==> src/rtl/ascon_pkg.sv <==
// ascon_pkg
//   Shared definitions for the Ascon block assembler.
//   state_e    : assembler FSM states (COLLECT, HOLD, PADBLK).
//   RATE_BYTES : AEAD128 rate block size in bytes.
//   WORD_BYTES : bytes per input word.
//   PAD_BYTE   : Ascon padding byte.
package ascon_pkg;

  typedef enum logic [1:0] {
    COLLECT = 2'd0,
    HOLD    = 2'd1,
    PADBLK  = 2'd2
  } state_e;

  localparam int          RATE_BYTES = 16;
  localparam int          WORD_BYTES = 4;
  localparam logic [7:0]  PAD_BYTE   = 8'h01;

endpackage

==> src/rtl/byte_mask32.sv <==
// byte_mask32
//   Combinational byte masker for one 32-bit little-endian word.
//   Bytes at or above nbytes are forced to 0x00; when pad_en is set the
//   byte at position nbytes (if it lies inside the word) becomes PAD_BYTE.
// Ports:
//   data   in  32  raw input word
//   nbytes in  3   number of valid low-order bytes (0..4)
//   pad_en in  1   insert PAD_BYTE at position nbytes
//   masked out 32  masked / padded word
module byte_mask32
  import ascon_pkg::*;
(
  input  logic [31:0] data,
  input  logic [2:0]  nbytes,
  input  logic        pad_en,
  output logic [31:0] masked
);

  genvar gi;
  generate
    for (gi = 0; gi < WORD_BYTES; gi++) begin : g_byte
      localparam logic [2:0] POS = 3'(gi);
      assign masked[8*gi +: 8] = (POS < nbytes)                ? data[8*gi +: 8] :
                                 (pad_en && (POS == nbytes))   ? PAD_BYTE        :
                                                                 8'h00;
    end
  endgenerate

endmodule

==> src/rtl/ascon_block_assembler.sv <==
// ascon_block_assembler
//   Packs a stream of 32-bit words into 128-bit Ascon-AEAD128 rate blocks.
//   Word k of a block lands in out_data[32k+31:32k]. A short final block is
//   zero-filled. Optional macro ASCON_PAD_EN adds Ascon 0x01 padding and, after
//   a full 16-byte final block, an extra padding-only block.
// Ports:
//   clk, rst_n              clock, asynchronous active-low reset
//   clear                   synchronous abort of the partial/pending block
//   in_data/in_bytes/in_last/in_valid/in_ready   word-side handshake
//   out_data/out_bytes/out_last/out_valid/out_ready  block-side handshake
// All outputs are registered; out_data/out_bytes/out_last are the
// accumulator, byte count and last flag themselves.
module ascon_block_assembler
  import ascon_pkg::*;
#(
  parameter int NWORDS = 4
) (
  input  logic         clk,
  input  logic         rst_n,
  input  logic         clear,
  input  logic [31:0]  in_data,
  input  logic [2:0]   in_bytes,
  input  logic         in_last,
  input  logic         in_valid,
  output logic         in_ready,
  output logic [127:0] out_data,
  output logic [4:0]   out_bytes,
  output logic         out_last,
  output logic         out_valid,
  input  logic         out_ready
);

  localparam logic [1:0] LAST_IDX = 2'(NWORDS - 1);

  state_e      state_reg;
  logic [1:0]  idx_reg;
  logic [1:0]  idx_inc;
  logic [2:0]  bytes_eff;
  logic [4:0]  count_next;
  logic [31:0] lane_word;
  logic        mask_pad;

  // Illegal in_bytes > 4 is clamped so the count cannot run away.
  assign bytes_eff  = (in_bytes > 3'd4) ? 3'd4 : in_bytes;
  assign count_next = out_bytes + {2'b00, bytes_eff};
  assign idx_inc    = idx_reg + 2'd1;

`ifdef ASCON_PAD_EN
  logic pad_pending_reg;
  assign mask_pad = in_last;
`else
  assign mask_pad = 1'b0;
`endif

  byte_mask32 u_mask (
    .data   (in_data),
    .nbytes (bytes_eff),
    .pad_en (mask_pad),
    .masked (lane_word)
  );

  always_ff @(posedge clk or negedge rst_n) begin
    if (!rst_n) begin
      state_reg       <= COLLECT;
      idx_reg         <= 2'd0;
      out_data        <= '0;
      out_bytes       <= 5'd0;
      out_last        <= 1'b0;
      out_valid       <= 1'b0;
      in_ready        <= 1'b1;
`ifdef ASCON_PAD_EN
      pad_pending_reg <= 1'b0;
`endif
    end else if (clear) begin
      state_reg       <= COLLECT;
      idx_reg         <= 2'd0;
      out_data        <= '0;
      out_bytes       <= 5'd0;
      out_last        <= 1'b0;
      out_valid       <= 1'b0;
      in_ready        <= 1'b1;
`ifdef ASCON_PAD_EN
      pad_pending_reg <= 1'b0;
`endif
    end else begin
      case (state_reg)
        COLLECT: begin
          if (in_valid) begin
            out_data[{idx_reg, 5'd0} +: 32] <= lane_word;
`ifdef ASCON_PAD_EN
            // A full last word that is not the 4th leaves the pad byte for
            // byte 0 of the following (otherwise zero) lane.
            if (in_last && (bytes_eff == 3'd4) && (idx_reg != LAST_IDX))
              out_data[{idx_inc, 5'd0} +: 32] <= 32'h0000_0001;
`endif
            out_bytes <= count_next;
            idx_reg   <= idx_inc;
            if ((idx_reg == LAST_IDX) || in_last) begin
              state_reg <= HOLD;
              in_ready  <= 1'b0;
              out_valid <= 1'b1;
              out_last  <= in_last;
`ifdef ASCON_PAD_EN
              pad_pending_reg <= in_last && (count_next == 5'(RATE_BYTES));
`endif
            end
          end
        end

        HOLD: begin
          if (out_ready) begin
`ifdef ASCON_PAD_EN
            if (pad_pending_reg) begin
              // Padding-only block: the registers become its outputs.
              state_reg       <= PADBLK;
              pad_pending_reg <= 1'b0;
              out_data        <= 128'h01;
              out_bytes       <= 5'd0;
              out_last        <= 1'b1;
            end else
`endif
            begin
              state_reg <= COLLECT;
              idx_reg   <= 2'd0;
              out_data  <= '0;
              out_bytes <= 5'd0;
              out_last  <= 1'b0;
              out_valid <= 1'b0;
              in_ready  <= 1'b1;
            end
          end
        end

`ifdef ASCON_PAD_EN
        PADBLK: begin
          if (out_ready) begin
            state_reg <= COLLECT;
            idx_reg   <= 2'd0;
            out_data  <= '0;
            out_bytes <= 5'd0;
            out_last  <= 1'b0;
            out_valid <= 1'b0;
            in_ready  <= 1'b1;
          end
        end
`endif

        default: begin
          state_reg <= COLLECT;
          idx_reg   <= 2'd0;
          out_data  <= '0;
          out_bytes <= 5'd0;
          out_last  <= 1'b0;
          out_valid <= 1'b0;
          in_ready  <= 1'b1;
        end
      endcase
    end
  end

endmodule

==> config.mk <==
export PLATFORM = sky130hd
export DESIGN_NAME = ascon_block_assembler
export DESIGN_NICKNAME = d
export VERILOG_FILES = /design/src/rtl/ascon_pkg.sv /design/src/rtl/byte_mask32.sv /design/src/rtl/ascon_block_assembler.sv
export SDC_FILE = /design/constraint.sdc
export NUM_CORES = 1
export LEC_CHECK = 0
export BUFFER_PORTS_ARGS = -buffer_cell sky130_fd_sc_hd__buf_2
export CAP_MARGIN = 20
export CORE_UTILIZATION = 35
export DETAILED_ROUTE_END_ITERATION = 16
export GPL_ROUTABILITY_DRIVEN = 0
export PLACE_DENSITY = 0.63
export SYNTH_ARGS = -nofsm -noshare
export SYNTH_HDL_FRONTEND = slang
export SYNTH_SLANG_ARGS = --single-unit
==> constraint.sdc <==
create_clock -name clk -period 2 [get_ports clk]
set_input_delay 0.2 -clock clk [delete_from_list [all_inputs] [get_ports clk]]
set_output_delay 0.2 -clock clk [all_outputs]
set_load 0.01 [all_outputs]
==> run summary, run 1 <==
area of the multi-input gates: 0.00203 mm²
Worst Path Buf+Inv: 3
CTS Sinks: 138
register bit total from synthesis: 138
synthesis-to-layout area growth: 33.1%
Horiz. Die Dim: 129 µm
Worst Max-Slew Pin Slew: 0.687 ns
WHS: 0.0673 ns
top-area cell type share of the netlist area: 60.4%
HPWL Detailed: 10.7 mm
status: finished clean
leading area contributor after synthesis: dfrtp_1
Ant. Diodes: 0
synthesized area per cell: 13.7 µm²
final number of hold-violating endpoints: 0
top area cells in the synthesized netlist: dfrtp_1 60%, a32o_1 17%, o2bb2ai_1 4.8%, buf_6 2.4%, nand2_1 2.2%
crit-path leading delay family: simple AND/OR/NAND/NOR gates
CTS max path bufs: 2
largest net degree at the start of global routing: 49
CP peak stage delay: 0.42 ns
Via Count: 4,625
CP Launch Type: flip-flop
Final Instance Area: 0.00755 mm²
input/output buffers: 176
routed length per instance: 20.8 µm
post-layout net count: 650
Tmin final: 1.91 ns
unique cell type count in the Yosys netlist: 45
crit end category: flip-flop
Reg-to-Reg Start: idx_reg[0]
worst clock skew: 0.00846 ns
required time of the worst setup path: 2.35 ns
final setup vio count: 0
critical path class: flip-flop to flip-flop
Leakage: 3.90 nW
Final Cycle Share: 95.6%
initial antenna violation count: 0
TritonCTS Buffers: 17
num ports: 177
Max FO, Critical Path: 7
worst vdd ir: 533 µV
RSZ-0062 raised after global routing: no
Post-synth EDFFs: 0
Hold WC Path Type: input pin to flip-flop
vias in the first global route: 4,537
Vias/cell: 5.59
Die ar.: 0.0167 mm²
# DRC: 0
synth cell count leaders: 137 x dfrtp_1, 95 x a32o_1, 34 x nand2_1
hold_sp: in_data[14]
post-synthesis cell count: 415
Mapped Nets: 466
first-pass GRT wire length: 25.0 mm
Storage cell area: 0.00346 mm²
slowest CP cell: dfrtp_2
R2R Setup Slk: 0.09 ns
initial DRC count: 296
GR Overflow Total: 0
relative slew slack: 54.1%
CTS clock-pin slew for the worst setup and hold paths: 0.05 ns
CTS root buf: clkbuf_16
layout cells sized above 1: 40.6%
arrival time worst endpoint: 2.26 ns
worst-path cell chain: inv_1, ha_1, nand4bb_4, nor3_4, buf_4, buf_4, a32o_1
Final Total Pwr: 6.71 mW
cell mode on critical path: buf_4
core area: 0.0158 mm²
max reg flops: 128
sequential-to-total area share from yosys stat: 60.9%
count leader, synth: dfrtp_1
Die Span Y: 129 µm
ys async rst share: 100%
Synth Cell Area: 0.00567 mm²
Pwr Density: 889 mW/mm²
Max Cap Viol: 0
top_reg_cell synth: dfrtp_1
Peak Freq: 523 MHz
CTS tree: done
Final Slew Violations: 0
dpl cell area: 0.00677 mm²
CP startpoint: idx_reg[0]
total track usage: 19.8%
Synth Warn #: 0
Total Neg Setup Slack: 0 ns
row count: 46
Antenna Violating Nets Remaining: 0
# fillers: 1,423
Worst-Skew Late Latency: 0.41 ns
initial core utilization: 35.8%
total iterations of the first detailed-routing run: 5
H-Tree Depth: 4
routed wire length: 17.2 mm
==> cells in the final DEF (no fill, tap or decap), types with 7 or more instances in the layout <==
cell	instances
nand2_1	34
buf_2	175
a32o_1	95
a21oi_4	7
dfrtp_1	135
o2bb2ai_1	31
buf_4	25
nor2_1	8
clkbuf_16	18
ha_1	9
==> power by group <==
part | leakage [nW] | total, mW | switching [mW] | internal, mW
Combinational | 1.69 | 0.626 | 0.422 | 0.204
Sequential | 1.91 | 2.87 | 0.0344 | 2.84
Clock | 0.294 | 3.21 | 1.12 | 2.09
Total | 3.90 | 6.71 | 1.58 | 5.13
==> logic make-up after synthesis <==
group                    Yosys count  share of synthesized area, %
XOR/XNOR                           2                         0.309
multiplexers                       4                         0.728
AO/OA/AOI/OAI                    151                          24.9
flip-flops                       138                          60.9
adder cells (fa/ha/maj)           10                          2.34
AND/OR/NAND/NOR                   63                          5.69
buffers and inverters             47                          5.14
==> per-stage QoR <==
stage	worst slack [ns]	utilization, %	cells
4_1_cts	0.0100	46.7	816
3_3_place_gp	0.0935	42.8	784
3_5_place_dp	-0.00937	42.8	784
6_report	0.0876	47.7	827
5_1_grt	0.00877	47.7	827
2_1_floorplan	0.256	-	415
==> layer usage <==
metal / GRT usage [%] / share of wire [%] / wire length (µm)
met1: 25.2 / 42 / 7280
met2: 31.6 / 49 / 8390
met3: 6.65 / 7.8 / 1340
met4: 6.57 / 1.0 / 174
met5: 0 / 0 / 0
==> what timing repair did <==
action                                 CTS  global route
endpoints found under the hold margin   46             0
gates resized for setup                  2            10
pin swaps                                0             3
setup buffers                            0             6
cloned                                   0             5
setup endpoints to repair               14           115
hold buffers                             1             0
==> worst reg2reg max path: stages, from the launching register on <==
cell	delay, ns
dfrtp_2	0.42
inv_1	0.11
ha_1	0.37
nand4bb_4	0.24
nor3_4	0.21
buf_4	0.16
buf_4	0.17
a32o_1	0.18
==> worst paths after layout <==
check | to | depth (start not counted)
hold reg to reg | out_data[0] | 1
max in group asynchronous | in_ready | 3
min in group asynchronous | out_data[120] | 2
hold / removal | out_data[14] | 3
setup reg to reg | out_data[124] | 7
setup / recovery | out_data[124] | 7
==> area by class of cell <==
type,instances,share of cell area (%)
clock buffers,25,6.56
clock inverters,6,1.47
inverters,2,0.0994
multi-input cells,233,26.9
flip-flops and latches,138,45.8
well taps,216,3.58
repair buffers,207,15.6
No activity file was read; power rests on OpenSTA's default activity.
==> run 2, diff against run 1 <==
Settings changed: PLACE_DENSITY 0.63 to unset.
==> run summary, run 2 (synthesized netlist as in run 1, its figures left out) <==
status: finished clean
final number of hold-violating endpoints: 0
relative slew slack: 43.0%
Die Span Y: 129 µm
CTS clock-pin slew for the worst setup and hold paths: 0.06 ns
Final Cycle Share: 96.0%
routed wire length: 17.1 mm
worst vdd ir: 536 µV
RSZ-0062 raised after global routing: no
routed length per instance: 20.7 µm
Leakage: 3.91 nW
Ant. Diodes: 0
HPWL Detailed: 10.8 mm
Horiz. Die Dim: 129 µm
H-Tree Depth: 4
Final Slew Violations: 0
worst clock skew: 0.00578 ns
core area: 0.0158 mm²
Worst-Skew Late Latency: 0.41 ns
Worst Path Buf+Inv: 0
initial antenna violation count: 0
Max Cap Viol: 0
first-pass GRT wire length: 25.3 mm
commonest non-fill, non-tap cell in the layout: buf_2
Worst Max-Slew Pin Slew: 0.851 ns
layout cells sized above 1: 41.0%
CTS max path bufs: 2
crit end category: flip-flop
CTS Sinks: 138
total iterations of the first detailed-routing run: 5
Placed Instances: 787
most frequent cells in the layout: 175 x buf_2, 135 x dfrtp_1, 95 x a32o_1
arrival time worst endpoint: 2.21 ns
CTS root buf: clkbuf_16
input/output buffers: 176
Pwr Density: 940 mW/mm²
TritonCTS Buffers: 17
Antenna Violating Nets Remaining: 0
worst-path cell chain: nor2b_2, a21oi_4, a32o_1
largest net degree at the start of global routing: 56
Post-Layout Cell Count: 824
critical path class: flip-flop to flip-flop
Tmin final: 1.92 ns
CTS tree: done
num ports: 177
Max FO, Critical Path: 16
post-layout net count: 646
CP Launch Type: flip-flop
Vias/cell: 5.61
row count: 46
crit-path leading delay family: simple AND/OR/NAND/NOR gates
Total Neg Setup Slack: 0 ns
vias in the first global route: 4,474
required time of the worst setup path: 2.29 ns
Peak Freq: 521 MHz
synthesis-to-layout area growth: 33.8%
total track usage: 20.1%
Via Count: 4,624
# DRC: 0
Hold WC Path Type: input pin to flip-flop
max reg flops: 128
initial DRC count: 262
final setup vio count: 0
Die ar.: 0.0167 mm²
CP peak stage delay: 0.69 ns
initial core utilization: 35.8%
# fillers: 1,473
slowest CP cell: nor2b_2
GR Overflow Total: 0
[run 2: changes by cell type in the layout (fill, tap and decap cells not counted), moves of 2 or more]
cell and delta:
buf_12 +2, buf_4 -5, bufinv_16 +3, clkbuf_1 -3, ha_1 -2, ha_2 +2
[run 2: repair_timing]
| item | in CTS | in global routing |
|---|---|---|
| gates cloned | 0 | 3 |
| buffers inserted | 0 | 1 |
| hold buffers | 1 | 0 |
| pin swaps | 0 | 1 |
| hold endpoints to repair | 51 | 0 |
| endpoints found under the setup margin | 5 | 96 |
| gates resized for setup | 2 | 7 |
[run 2: final timing paths]
kind	start	to	slack (ns)	depth (start not counted)
setup / recovery	out_valid	out_data[38]	0.08	3
setup reg to reg	out_valid	out_data[38]	0.08	3
hold reg to reg	out_data[108]	out_data[108]	0.48	1
max in group asynchronous	rst_n	in_ready	0.98	3
hold / removal	in_data[14]	out_data[14]	0.07	3
min in group asynchronous	rst_n	out_data[110]	0.32	2
[run 2: final cells by class]
cell class / count / area, µm² / share of cell area (%)
tap: 216 / 270 / 3.56
timing repair buffer: 203 / 1150 / 15.2
clock buffer: 22 / 484 / 6.38
sequential: 138 / 3460 / 45.5
clock inverter: 10 / 209 / 2.75
inverter: 2 / 7.51 / 0.0989
multi-input combinational: 233 / 2010 / 26.5
[run 2: report_power, final]
part	switching, mW	internal [mW]	total [mW]
Combinational	0.421	0.203	0.624
Sequential	0.0361	2.84	2.88
Clock	1.16	2.48	3.64
Total	1.62	5.52	7.14
[run 2: worst register-to-register path: stages, from the launching register on]
cell and delay, ns:
dfrtp_1 0.43, nor2b_2 0.69, a21oi_4 0.36, a32o_1 0.32
[run 2: through the flow]
stage	setup WS (ns)	area (µm²)	utilization (%)	hold WS [ns]	total power, mW
after floorplan	0.256	5670	-	-0.0956	3.20
after global placement	0.0675	6820	43.1	0.193	3.49
after detailed placement	0.00665	6820	43.1	0.199	3.51
after CTS	0.0156	7530	47.6	0.0529	7.17
after global routing	0.00574	7590	48.0	0.0544	7.41
final	0.0801	7590	48.0	0.0719	7.14
[run 2: metal layers]
metal  global-route usage [%]  wire length [µm]
met1                     27.3              7710
met2                     31.1              7840
met3                     6.81              1370
met4                     4.64               142
met5                        0                 0
